===== src/rtl/regfile_write_arbiter.sv =====
// ---------------------------------------------------------------------------
// regfile_write_arbiter
//
// Shares the single write port of the 32x64 register file between two
// writeback requesters: port 0 (ALU/execute) and port 1 (memory/load).
// At most one write is accepted per cycle. The accepted write is
// registered and driven onto the register file write port for one cycle.
// Writes to the zero register are accepted but never committed.
//
// Build option:
//   REGWR_ARB_RR_EN  defined   -> round-robin arbitration using a 1-bit
//                                 priority pointer (reset value 0).
//                    undefined -> fixed priority, port 0 wins collisions.
//
// Handshake: a write on port N transfers when reqN_valid && reqN_ready
// are both 1 at a rising clk edge. The requester holds valid/addr/data
// stable until accepted. ready is combinational from the valids, hold,
// reset and the priority pointer; it never depends on the output stage.
//
// Ports:
//   clk            rising-edge clock
//   reset          asynchronous, active-high reset
//   hold           blocks all grants this cycle
//   req0_valid/addr/data, req0_ready   port 0 request and grant
//   req1_valid/addr/data, req1_ready   port 1 request and grant
//   RegWrite       register file write enable (registered)
//   WriteRegister  register file write index (registered)
//   WriteData      register file write data (registered)
//   commit_count   committed (non-zero-register) writes, wraps at 16 bits
// ---------------------------------------------------------------------------
module regfile_write_arbiter #(
    parameter int DATA_WIDTH = 64,
    parameter int ADDR_WIDTH = 5,
    parameter int ZERO_REG   = 31
) (
    input  logic                  clk,
    input  logic                  reset,
    input  logic                  hold,
    input  logic                  req0_valid,
    input  logic [ADDR_WIDTH-1:0] req0_addr,
    input  logic [DATA_WIDTH-1:0] req0_data,
    output logic                  req0_ready,
    input  logic                  req1_valid,
    input  logic [ADDR_WIDTH-1:0] req1_addr,
    input  logic [DATA_WIDTH-1:0] req1_data,
    output logic                  req1_ready,
    output logic                  RegWrite,
    output logic [ADDR_WIDTH-1:0] WriteRegister,
    output logic [DATA_WIDTH-1:0] WriteData,
    output logic [15:0]           commit_count
);

    localparam logic [ADDR_WIDTH-1:0] ZR = ADDR_WIDTH'(ZERO_REG);

    logic                  w_grant0;
    logic                  w_grant1;
    logic                  w_accept;
    logic                  w_commit;
    logic [ADDR_WIDTH-1:0] w_sel_addr;
    logic [DATA_WIDTH-1:0] w_sel_data;

    logic                  r_regwrite;
    logic [ADDR_WIDTH-1:0] r_wreg;
    logic [DATA_WIDTH-1:0] r_wdata;
    logic [15:0]           r_count;

`ifdef REGWR_ARB_RR_EN
    // Port that wins the next collision.
    logic                  r_prio;
`endif

    // Grant logic. Reset is included so both readies drop immediately
    // while reset is asserted and recover in the same cycle it releases.
    always_comb begin
        w_grant0 = 1'b0;
        w_grant1 = 1'b0;
        if (!reset && !hold) begin
`ifdef REGWR_ARB_RR_EN
            if (req0_valid && req1_valid) begin
                w_grant0 = ~r_prio;
                w_grant1 = r_prio;
            end else begin
                w_grant0 = req0_valid;
                w_grant1 = req1_valid;
            end
`else
            w_grant0 = req0_valid;
            w_grant1 = req1_valid & ~req0_valid;
`endif
        end
    end

    assign req0_ready = w_grant0;
    assign req1_ready = w_grant1;

    assign w_accept   = w_grant0 | w_grant1;
    assign w_sel_addr = w_grant1 ? req1_addr : req0_addr;
    assign w_sel_data = w_grant1 ? req1_data : req0_data;
    // Zero-register writes complete the handshake but do not commit.
    assign w_commit   = w_accept && (w_sel_addr != ZR);

    // Output stage: one-cycle registered write port.
    always_ff @(posedge clk or posedge reset) begin
        if (reset) begin
            r_regwrite <= 1'b0;
            r_wreg     <= '0;
            r_wdata    <= '0;
            r_count    <= '0;
        end else begin
            r_regwrite <= w_commit;
            if (w_accept) begin
                r_wreg  <= w_sel_addr;
                r_wdata <= w_sel_data;
            end
            if (w_commit) begin
                r_count <= r_count + 16'd1;
            end
        end
    end

`ifdef REGWR_ARB_RR_EN
    // After serving port k the other port gets priority.
    always_ff @(posedge clk or posedge reset) begin
        if (reset) begin
            r_prio <= 1'b0;
        end else if (w_grant0) begin
            r_prio <= 1'b1;
        end else if (w_grant1) begin
            r_prio <= 1'b0;
        end
    end
`endif

    assign RegWrite      = r_regwrite;
    assign WriteRegister = r_wreg;
    assign WriteData     = r_wdata;
    assign commit_count  = r_count;

endmodule


===== config.mk =====
export PLATFORM = sky130hd
export DESIGN_NAME = regfile_write_arbiter
export DESIGN_NICKNAME = d
export VERILOG_FILES = /design/src/rtl/regfile_write_arbiter.sv
export SDC_FILE = /design/constraint.sdc
export NUM_CORES = 1
export LEC_CHECK = 0
export ABC_AREA = 1
export BUFFER_PORTS_ARGS = -buffer_cell sky130_fd_sc_hd__buf_2
export CAP_MARGIN = 20
export CORE_ASPECT_RATIO = 0.75
export CORE_MARGIN = 1
export CORE_UTILIZATION = 41
export DETAILED_ROUTE_END_ITERATION = 12
export PLACE_DENSITY_LB_ADDON = 0.08
export RECOVER_POWER = 25
export SYNTH_ARGS = -nofsm -noshare
export SYNTH_HDL_FRONTEND = slang
export SYNTH_SLANG_ARGS = --single-unit

===== constraint.sdc =====
create_clock -name clk -period 2.5 [get_ports clk]
set_input_delay 0.25 -clock clk [delete_from_list [all_inputs] [get_ports clk]]
set_output_delay 0.25 -clock clk [all_outputs]
set_load 0.05 [all_outputs]

# Yosys cells after proc, flatten, opt, wreduce, memory -nomap -nowiden

Cells that the tools add are included.

Latch bits: 0
Memories: 0
Output and inout port bits: 88
Register bits: 86
Bits in read-only memories: 0
Memory bits (writable): 0

Multiply operators: 0
Add/subtract/negate cells: 1
Reductions and logical operators: 4
Muxes and demuxes: 4
Magnitude comparators: 0
Divide/modulo/power cells: 0
Shifts and indexed selects: 0
Bitwise gates (word level): 3
Equal/unequal tests: 1

Operators with widths:

| cell                                          | number |
|---|---|
| two-way mux 64 bit                            | 1 |
| adder 16 x 1 -> 16 bit, second input constant | 1 |
| two-way mux 5 bit                             | 1 |
| inequality test 5 bit, second input constant  | 1 |
| logical AND 1 bit                             | 2 |
| zero test 1 bit                               | 2 |
| two-way mux 1 bit                             | 2 |
| bitwise AND 1 bit                             | 1 |
| inverter 1 bit                                | 1 |
| bitwise OR 1 bit                              | 1 |

# Longest topological paths before layout

Gate-level depths: netlist of run 1.

Word-level depth: 6
Depth in mapped cells: 11
Mapped depth without buffers: 10

# Least setup slack after synthesis of run 1

No wires, ideal clock.

Path kind: input-to-reg
Start: in hold
End: reg r_wdata[10], in the netlist WriteData[10]
Arrival time: 1634 ps
Buffers on the path: 2
Slack: 732 ps
Setup time: 134 ps
Cell stages on the path: 6
Data required time: 2366 ps
Cells stage by stage: nor3b_2 > nor2_4 > buf_2 > buf_4 > nand2_1 > o31ai_1

Cells in the longest elaborated chain, start to end: 4

Ends and longest elaborated chain:

| item                                                          | RTL line | text |
|---|---|---|
| start, declared                                               | 38       | `input logic hold,` |
| zero test 1 bit (*)                                           | 77       | `if (!reset && !hold) begin` |
| logical AND 1 bit (*)                                         | 77       |  |
| two-way mux 1 bit                                             | 77       |  |
| two-way mux 64 bit / bitwise OR 1 bit (equally long branches) | 98, 96   |  |
| end signal, assigned                                          | 113      | `r_wdata <= w_sel_data;` |
| end, declared                                                 | 64       | `logic [DATA_WIDTH-1:0] r_wdata;` |

Mark *: on every way between the ends. The rest lies on a longest branch, timed or not.
A chain may end at the register's enable or synchronous reset.

# Worst setup path after layout of run 1

Start: in reset
End: out req1_ready

Cells in the longest elaborated chain, start to end: 3

Ends and longest elaborated chain:

| item                             | RTL line | text |
|---|---|---|
| start, declared                  | 37       | `input logic reset,` |
| zero test 1 bit (no source line) | --       |  |
| logical AND 1 bit                | 77       |  |
| two-way mux 1 bit                | 77       |  |
| end, declared                    | 46       | `output logic req1_ready,` |

No other way between the ends.

==> results_dict.tcl, run 1 <==
set metrics [dict create \
    dr.pass1.iters 4 \
    crit_buf_inv 4 \
    status "finished with violations" \
    vias 4374 \
    start_util 0.433 \
    post-route-period-util 0.708 \
    leakage_uw 0.00318 \
    synth_cell_type_count 24 \
    synth_warnings 0 \
    clock_skew_ps 5.00 \
    peakVddDrop_mv 0.357 \
    worst_slack_ps 729 \
    instances_no_fill 883 \
    holdCritPathClass "input port to flop" \
    die_area_um2 10900 \
    synth.most_common_cell "nor2_1" \
    die-width_um 120 \
    rsz0062_at_grt "false" \
    viasPerCell 4.95 \
    area_growth_pct 35.6 \
    worstPathCellList "clkbuf_1 -> nor2_4 -> nand2_4 -> inv_2 -> buf_12 -> buf_2" \
    grt_antenna_before_repair 0 \
    setup_tns_ps 0 \
    io_pins 231 \
    coreArea_um2 9930 \
    synth_common_cells "nor2_1, nand2_1, dfrtp_1, o31ai_1, nand3_1" \
    portBuffers 230 \
    path_class "input port to output pin" \
    violations "max-capacitance violations, max-slew violations" \
    cts_sinks 86 \
    drc_errors 0 \
    cts_tree "done" \
    worstPathMaxFanout 65 \
    ctsResizeCount 0 \
    htree_levels 3 \
    cts-hold-fix-buffers 0 \
    post-place-ws_ps 742 \
    critPathCaptureType "output pin" \
    cts_buffers 9 \
    worst_setup_path_start_kind "input port" \
    gr-total-overflow 0 \
    synth_nets 676 \
    post-synth-top-area-cell "dfrtp_1" \
    critPathArrivalTime_ps 1520 \
    max_clock_freq_mhz 565 \
    drtIter0Drc 256 \
    dp.cells 867 \
    cp.required_ps 2250 \
    max_cap_violations 1 \
    ys_async_sr_fraction 1.00 \
    routed_wl_um 12500 \
    track_usage 0.234 \
    postCtsSetupRepairBufs 0 \
    slew_viol_final 41 \
    postSynthAreaPerCell_um2 8.08 \
    clk_pin_slew_ps 60 \
    cp_slowest_cell "buf_2" \
    hold_viol_final 0 \
    cts_buffer_depth 2 \
    report.final.setup_viol 0 \
    hpwlAfterDp_um 9000 \
    wl_per_cell_um 14.2 \
    path_delay_family "buffers and inverters" \
    total_power_uw 4900 \
    drive_gt1_frac 0.344 \
    synth_top_area_share 0.501 \
    clock_latency_ps 330 \
    finalNetCount 890 \
    synthTopCellsByArea "dfrtp_1, nor2_1, nand2_1, o31ai_1, nand3_1" \
    rows 31 \
    slew_headroom -0.250 \
    finalCriticalPeriod_ps 1770 \
    grt_start_max_net_pins 109 \
    grt_pass1_vias 4155 \
    synth-main-ff-cell "dfrtp_1" \
    syn_inst 532 \
    synth_enable_flop_cells 0 \
    fp.dieH_um 90.7 \
    ant_nets 0 \
    fill_cells 959 \
    netlist_area_um2 4300 \
    slowest_delay_ps 330 \
    worstMarginPinSlew_ps 1860 \
    seq_area_frac_synth 0.501 \
    synth_seq_cells 86 \
    power_density_nw_per_um2 841 \
    n_antenna_cell 0 \
    grt_pass1_wl_um 20200 \
    cts_root_buffer "clkbuf_16" \
    gp_congestion 0.857 \
]
## cell type report
cell class,instances,area (um2),share of cell area
Sequential cell,86,2150,0.369
Inverter,14,53.8,0.00923
Tap cell,132,165,0.0283
Clock buffer,12,246,0.0423
Timing Repair Buffer,235,1220,0.210
Multi-Input combinational cell,400,1920,0.329
Clock inverter,4,70.1,0.0120
## cell usage in the layout, fill, tap and decap left out, types with 5 or more instances in the layout
cell type,n
o31ai_1,64
nor2_1,140
buf_2,229
clkbuf_16,9
dfrtp_1,86
xnor2_1,5
nand2_1,139
inv_1,12
xor2_1,6
nand3_1,29
## path summary, 6_finish.rpt
path | start | to | slack [ps] | cells after the start
worst max-delay path | reset | req1_ready | 730 | 6
worst min-delay path | req0_data[40] | WriteData[40]$_DFFE_PP0P_ | 210 | 3
worst max register to register | commit_count[0]$_DFFE_PP0P_ | commit_count[14]$_DFFE_PP0P_ | 870 | 8
worst min register to register | WriteData[3]$_DFFE_PP0P_ | WriteData[3]$_DFFE_PP0P_ | 470 | 2
max in group asynchronous | reset | WriteData[14]$_DFFE_PP0P_ | 1130 | 3
min in group asynchronous | reset | WriteData[1]$_DFFE_PP0P_ | 450 | 2
## state kept, by name, summed over array words and instances (netlist names)
register / flops
RegWrite: 1
WriteData: 64
WriteRegister: 5
commit_count: 16
## worst min-delay path: cells and delay by family
kind | cells | cell delay, ps
buffers and inverters | 1 | 90
AO/OA/AOI/OAI | 1 | 60
AND/OR/NAND/NOR | 1 | 90
## per-stage QoR
step	util	hold slack [ps]	cell area, um2
6_report	0.587	207	5830
5_1_grt	0.587	208	5830
4_1_cts	0.587	79.8	5830
3_5_place_dp	0.555	435	5510
3_3_place_gp	0.555	444	5510
2_1_floorplan	-	439	4300
## routing by layer
layer / wire, um / track usage / up-vias
li1: - / - / 2163
met1: 5360 / 0.299 / 2011
met2: 5890 / 0.380 / 177
met3: 998 / 0.0676 / 23
met4: 275 / 0.0772 / 0
met5: 0 / 0 / -
## report_power, final
| group | switching, uW | total (uW) | internal (uW) | leakage (uW) |
|---|---|---|---|---|
| clock network | 521 | 1420 | 900 | 0.000157 |
| registers | 170 | 1800 | 1630 | 0.00109 |
| logic | 1260 | 1680 | 421 | 0.00194 |
## cells by family after synthesis
family | share of synthesized area
AOI/OAI and AO/OA | 0.119
buffers and inverters | 0.0533
and+or+nand+nor | 0.301
xor gates and xnor gates | 0.0224
adders and majority gates | 0.00291
DFF | 0.501
(Power assumes the default switching activity.)
==> run 2, diff against run 1 <==
Settings changed: CORE_UTILIZATION 41 to 45.
Clock period 2.5 ns to 1.9 ns, I/O delays scaled along.
==> results_dict.tcl, run 2 (same netlist as run 1, synthesis figures left out) <==
set metrics [dict create \
    grt_pass1_wl_um 20000 \
    clock_skew_ps 5.66 \
    critPathArrivalTime_ps 1840 \
    gr-total-overflow 0 \
    fill_cells 872 \
    vias 4425 \
    setup_tns_ps 0 \
    multi_input_area_um2 1910 \
    clock_latency_ps 340 \
    clk_pin_slew_ps 60 \
    dr.pass1.iters 4 \
    drive_gt1_frac 0.339 \
    final_common_cell "buf_2" \
    final_cell_mix "buf_2, nor2_1, nand2_1, dfrtp_1, o31ai_1" \
    worstMarginPinSlew_ps 1150 \
    start_util 0.469 \
    peakVddDrop_mv 0.723 \
    rows 30 \
    cts_buffers 9 \
    portBuffers 230 \
    rsz0062_at_grt "false" \
    report.final.setup_viol 0 \
    hold_viol_final 0 \
    critPathCaptureType "flop" \
    grt_start_max_net_pins 66 \
    io_pins 231 \
    die-width_um 115 \
    gp_congestion 0.855 \
    coreArea_um2 9160 \
    worstPathCellList "clkbuf_1 -> nor2_4 -> nand2_4 -> inv_1 -> nor2_1 -> buf_2 -> nand2_1 -> o31ai_1" \
    ctsResizeCount 0 \
    drtIter0Drc 240 \
    finalNetCount 894 \
    cts_sinks 86 \
    post-route-period-util 0.840 \
    path_class "input port to flop" \
    leakage_uw 0.00317 \
    htree_levels 3 \
    cp_slowest_cell "buf_2" \
    track_usage 0.260 \
    worstPathMaxFanout 45 \
    instances_no_fill 886 \
    largest_register_ff_count 64 \
    cts_buffer_depth 2 \
    cp.required_ps 2140 \
    routed_wl_um 12600 \
    die_area_um2 9950 \
    area_growth_pct 35.8 \
    max_clock_freq_mhz 627 \
    regArea_um2 2150 \
    max_cap_violations 0 \
    finalCriticalPeriod_ps 1600 \
    postCtsSetupRepairBufs 0 \
    holdCritPathClass "input port to flop" \
    cts_root_buffer "clkbuf_16" \
    fp.dieH_um 86.6 \
    cts_tree "done" \
    slew_headroom 0.231 \
    wl_per_cell_um 14.2 \
    hpwlAfterDp_um 9000 \
    slowest_delay_ps 670 \
    power_density_nw_per_um2 1090 \
    grt_pass1_vias 4236 \
    status "complete, no violations" \
    ant_nets 0 \
    drc_errors 0 \
    viasPerCell 4.99 \
    dp.cells 866 \
    slew_viol_final 0 \
    worst_setup_path_start_kind "input port" \
    grt_antenna_before_repair 3 \
]
run 2: cell count changes in the layout (fill, tap and decap cells not counted), moves of 2 or more:
cell | before | now
clkbuf_1 | 3 | 6
buf_2 | 229 | 225
inv_6 | 0 | 2
clkinv_4 | 0 | 3
clkinv_2 | 2 | 0
diode_2 | 0 | 3
run 2: critical path, delay by kind of cell:
kind	cells	cell delay, ps
and+or+nand+nor	4	570
buffers and inverters	3	950
AOI/OAI and AO/OA	1	100
run 2: per-stage QoR:
stage | cell area (um2) | setup slack [ps] | total power, uW | utilization | hold slack (ps)
after global placement | 5530 | 378 | 4590 | 0.604 | 306
after CTS | 5850 | 347 | 6450 | 0.639 | 126
after floorplan | 4300 | 159 | 3980 | - | 379
after global routing | 5840 | 91.6 | 6680 | 0.637 | 139
final | 5840 | 304 | 6370 | 0.637 | 141
after detailed placement | 5530 | 307 | 4620 | 0.604 | 312
run 2: path summary, 6_finish.rpt:
| path | startpoint | to | slack [ps] | depth (start not counted) |
|---|---|---|---|---|
| worst max-delay path | reset | WriteData[24]$_DFFE_PP0P_ | 300 | 8 |
| worst min-delay path | req0_data[50] | WriteData[50]$_DFFE_PP0P_ | 140 | 3 |
| worst max register to register | commit_count[0]$_DFFE_PP0P_ | commit_count[14]$_DFFE_PP0P_ | 350 | 8 |
| worst min register to register | WriteData[55]$_DFFE_PP0P_ | WriteData[55]$_DFFE_PP0P_ | 470 | 2 |
| max in group asynchronous | reset | commit_count[8]$_DFFE_PP0P_ | 470 | 4 |
| min in group asynchronous | reset | WriteData[4]$_DFFE_PP0P_ | 720 | 3 |
run 2: layout make-up:
type	instances	share of cell area
Clock buffer	9	0.0386
Multi-Input combinational cell	400	0.327
Antenna cell	3	0.00129
Timing Repair Buffer	239	0.214
Clock inverter	7	0.0139
Tap cell	128	0.0274
Sequential cell	86	0.369
Inverter	14	0.00922
run 2: report_power, final:
part           total (uW)  switching (uW)  leakage (uW)  internal [uW]
combinational        2210            1660       0.00193            551
clock                1790             759      0.000147           1030
sequential           2360             219       0.00109           2140
run 2: what timing repair did:
action,CTS,global route
setup endpoints to repair,0,0
hold endpoints to repair,19,0
hold buffers,1,0
run 2: metal layers:
layer | routed length, um | GRT usage
met5 | 0 | 0
met4 | 350 | 0.123
met3 | 985 | 0.0832
met2 | 6130 | 0.448
met1 | 5090 | 0.295
==> run 3, diff against run 2 <==
Settings changed: ABC_AREA 1 to 0, CORE_UTILIZATION 45 to 44.
Clock period 1.9 ns to 1.6 ns, I/O delays scaled along.
==> results_dict.tcl, run 3 <==
set metrics [dict create \
    cts_sinks 86 \
    status "complete, no violations" \
    grt_pass1_vias 3791 \
    finalNetCount 821 \
    hold_end "WriteData[56]$_DFFE_PP0P_" \
    r2r_cells 5 \
    drc_errors 0 \
    crit_start "commit_count[4]$_DFFE_PP0P_" \
    syn_inst 448 \
    r2r_end "commit_count[15]$_DFFE_PP0P_" \
    worst_setup_path_start_kind "flop" \
    viasPerCell 5.00 \
    area_growth_pct 42.7 \
    slew_viol_final 0 \
    rr_startpoint "commit_count[4]$_DFFE_PP0P_" \
    postCtsSetupRepairBufs 0 \
    clock_latency_ps 330 \
    post-synth-top-area-cell "dfrtp_1" \
    rsz0062_at_grt "false" \
    worstPathMaxFanout 4 \
    leakage_uw 0.00278 \
    hpwlAfterDp_um 7930 \
    hold_path_depth 3 \
    start_util 0.458 \
    gr-total-overflow 0 \
    gp_congestion 0.766 \
    routed_wl_um 10900 \
    grt_antenna_before_repair 0 \
    max_cap_violations 0 \
    clock_skew_ps 1.24 \
    r2r_slack_ps 140 \
    synth_cell_type_count 25 \
    drtIter0Drc 126 \
    grt_pass1_wl_um 17900 \
    coreArea_um2 8530 \
    synth_top_area_share 0.551 \
    grt_start_max_net_pins 89 \
    cts_buffers 9 \
    synth_warnings 0 \
    ys_async_sr_fraction 1.00 \
    wl_per_cell_um 13.8 \
    min_from "req1_data[56]" \
    cts_buffer_depth 2 \
    post-route-period-util 0.913 \
    seq_area_frac_synth 0.551 \
    report.final.setup_viol 0 \
    die-width_um 111 \
    max_clock_freq_mhz 685 \
    cts_root_buffer "clkbuf_16" \
    fin_area_um2 5580 \
    total_power_uw 7230 \
    io_pins 231 \
    clk_pin_slew_ps 60 \
    netlist_area_um2 3910 \
    synth.most_common_cell "nand2_1" \
    worstMarginPinSlew_ps 1110 \
    final_cell_mix "buf_2, nand2_1, dfrtp_1, nor2_1, a31oi_1" \
    cp.required_ps 1810 \
    critPathArrivalTime_ps 1670 \
    drive_gt1_frac 0.411 \
    holdCritPathClass "input port to flop" \
    vias 3948 \
    hold_viol_final 0 \
    portBuffers 230 \
    cts_tree "done" \
    synth_common_cells "nand2_1, dfrtp_1, nor2_1, a31oi_1, clkbuf_1" \
    die_area_um2 9270 \
    rows 29 \
    synth_nets 592 \
    synth_enable_flop_cells 0 \
    final_common_cell "buf_2" \
    n_antenna_cell 0 \
    path_class "flop to flop" \
    track_usage 0.241 \
    placed_area_um2 5300 \
    power_density_nw_per_um2 1300 \
    slew_headroom 0.260 \
    fp.dieH_um 83.6 \
    largest_register_ff_count 64 \
    dr.pass1.iters 6 \
    synth-main-ff-cell "dfrtp_1" \
    synthTopCellsByArea "dfrtp_1, nand2_1, a31oi_1, nor2_1, xnor2_1" \
    finalCriticalPeriod_ps 1460 \
    cts-hold-fix-buffers 0 \
    synth_seq_cells 86 \
    htree_levels 3 \
    critPathCaptureType "flop" \
    postSynthAreaPerCell_um2 8.72 \
    peakVddDrop_mv 1.17 \
    ant_nets 0 \
]
==> run 3: kinds of logic (layout without fill, tap and decap cells) <==
kind of cell / Yosys count / in the layout / share of synthesized area
AO/OA/AOI/OAI: 70 / 70 / 0.113
XOR/XNOR: 15 / 15 / 0.0336
adder cells (fa/ha/maj): 1 / 1 / 0.00320
buffers and inverters: 34 / 268 / 0.0387
flip-flops: 86 / 86 / 0.551
multiplexers: 1 / 1 / 0.00288
AND/OR/NAND/NOR: 241 / 241 / 0.258
==> run 3: metal layers <==
metal / part of all wire / wire length [um] / GRT usage
met1: 0.41 / 4440 / 0.284
met2: 0.50 / 5390 / 0.420
met3: 0.078 / 849 / 0.0763
met4: 0.017 / 185 / 0.0752
met5: 0 / 0 / 0
==> run 3: area by class of cell <==
cell class	count	area (um2)
Fill cell	751	2950
Sequential cell	86	2150
Multi-Input combinational cell	328	1630
Timing Repair Buffer	250	1370
Clock buffer	11	243
Tap cell	108	135
Clock inverter	5	25.0
Inverter	2	16.3
==> run 3: repair_timing <==
item / 4_1_cts / 5_1_grt
pin swaps: 0 / 0
setup endpoints to repair: 12 / 1
gates resized for setup: 7 / 1
==> run 3: worst max-delay path, stage by stage, from the launching register on <==
cell and delay [ps]:
dfrtp_1 400, and3_1 190, and2_1 160, and3_1 300, nand4_1 150, xnor2_1 140
==> run 3: report_power, final <==
part	internal, uW	total [uW]	switching, uW
registers	2530	2720	192
logic	709	2640	1930
clock network	1080	1870	788
total	4320	7230	2910
==> run 3: per-stage QoR <==
stage          hold slack, ps  setup TNS (ps)   util  cells  worst slack [ps]
2_1_floorplan             308           -6350      -    448              -294
3_5_place_dp              403          -23900  0.622    774              -388
5_1_grt                  73.6               0  0.654    790              70.8
4_1_cts                  48.8               0  0.656    790              96.7
3_3_place_gp              394          -22680  0.622    774              -368
6_report                 76.0               0  0.654    790               139
==> run 3: worst max path at each step <==
stage | to | slack (ps) | cells past startpoint
2_1_floorplan | commit_count[7]$_DFFE_PP0P_ | -290 | 9
3_3_place_gp | commit_count[4]$_DFFE_PP0P_ | -370 | 7
3_5_place_dp | commit_count[14]$_DFFE_PP0P_ | -390 | 7
4_1_cts | commit_count[10]$_DFFE_PP0P_ | 100 | 5
5_1_grt | commit_count[15]$_DFFE_PP0P_ | 70 | 5
6_report | commit_count[15]$_DFFE_PP0P_ | 140 | 5
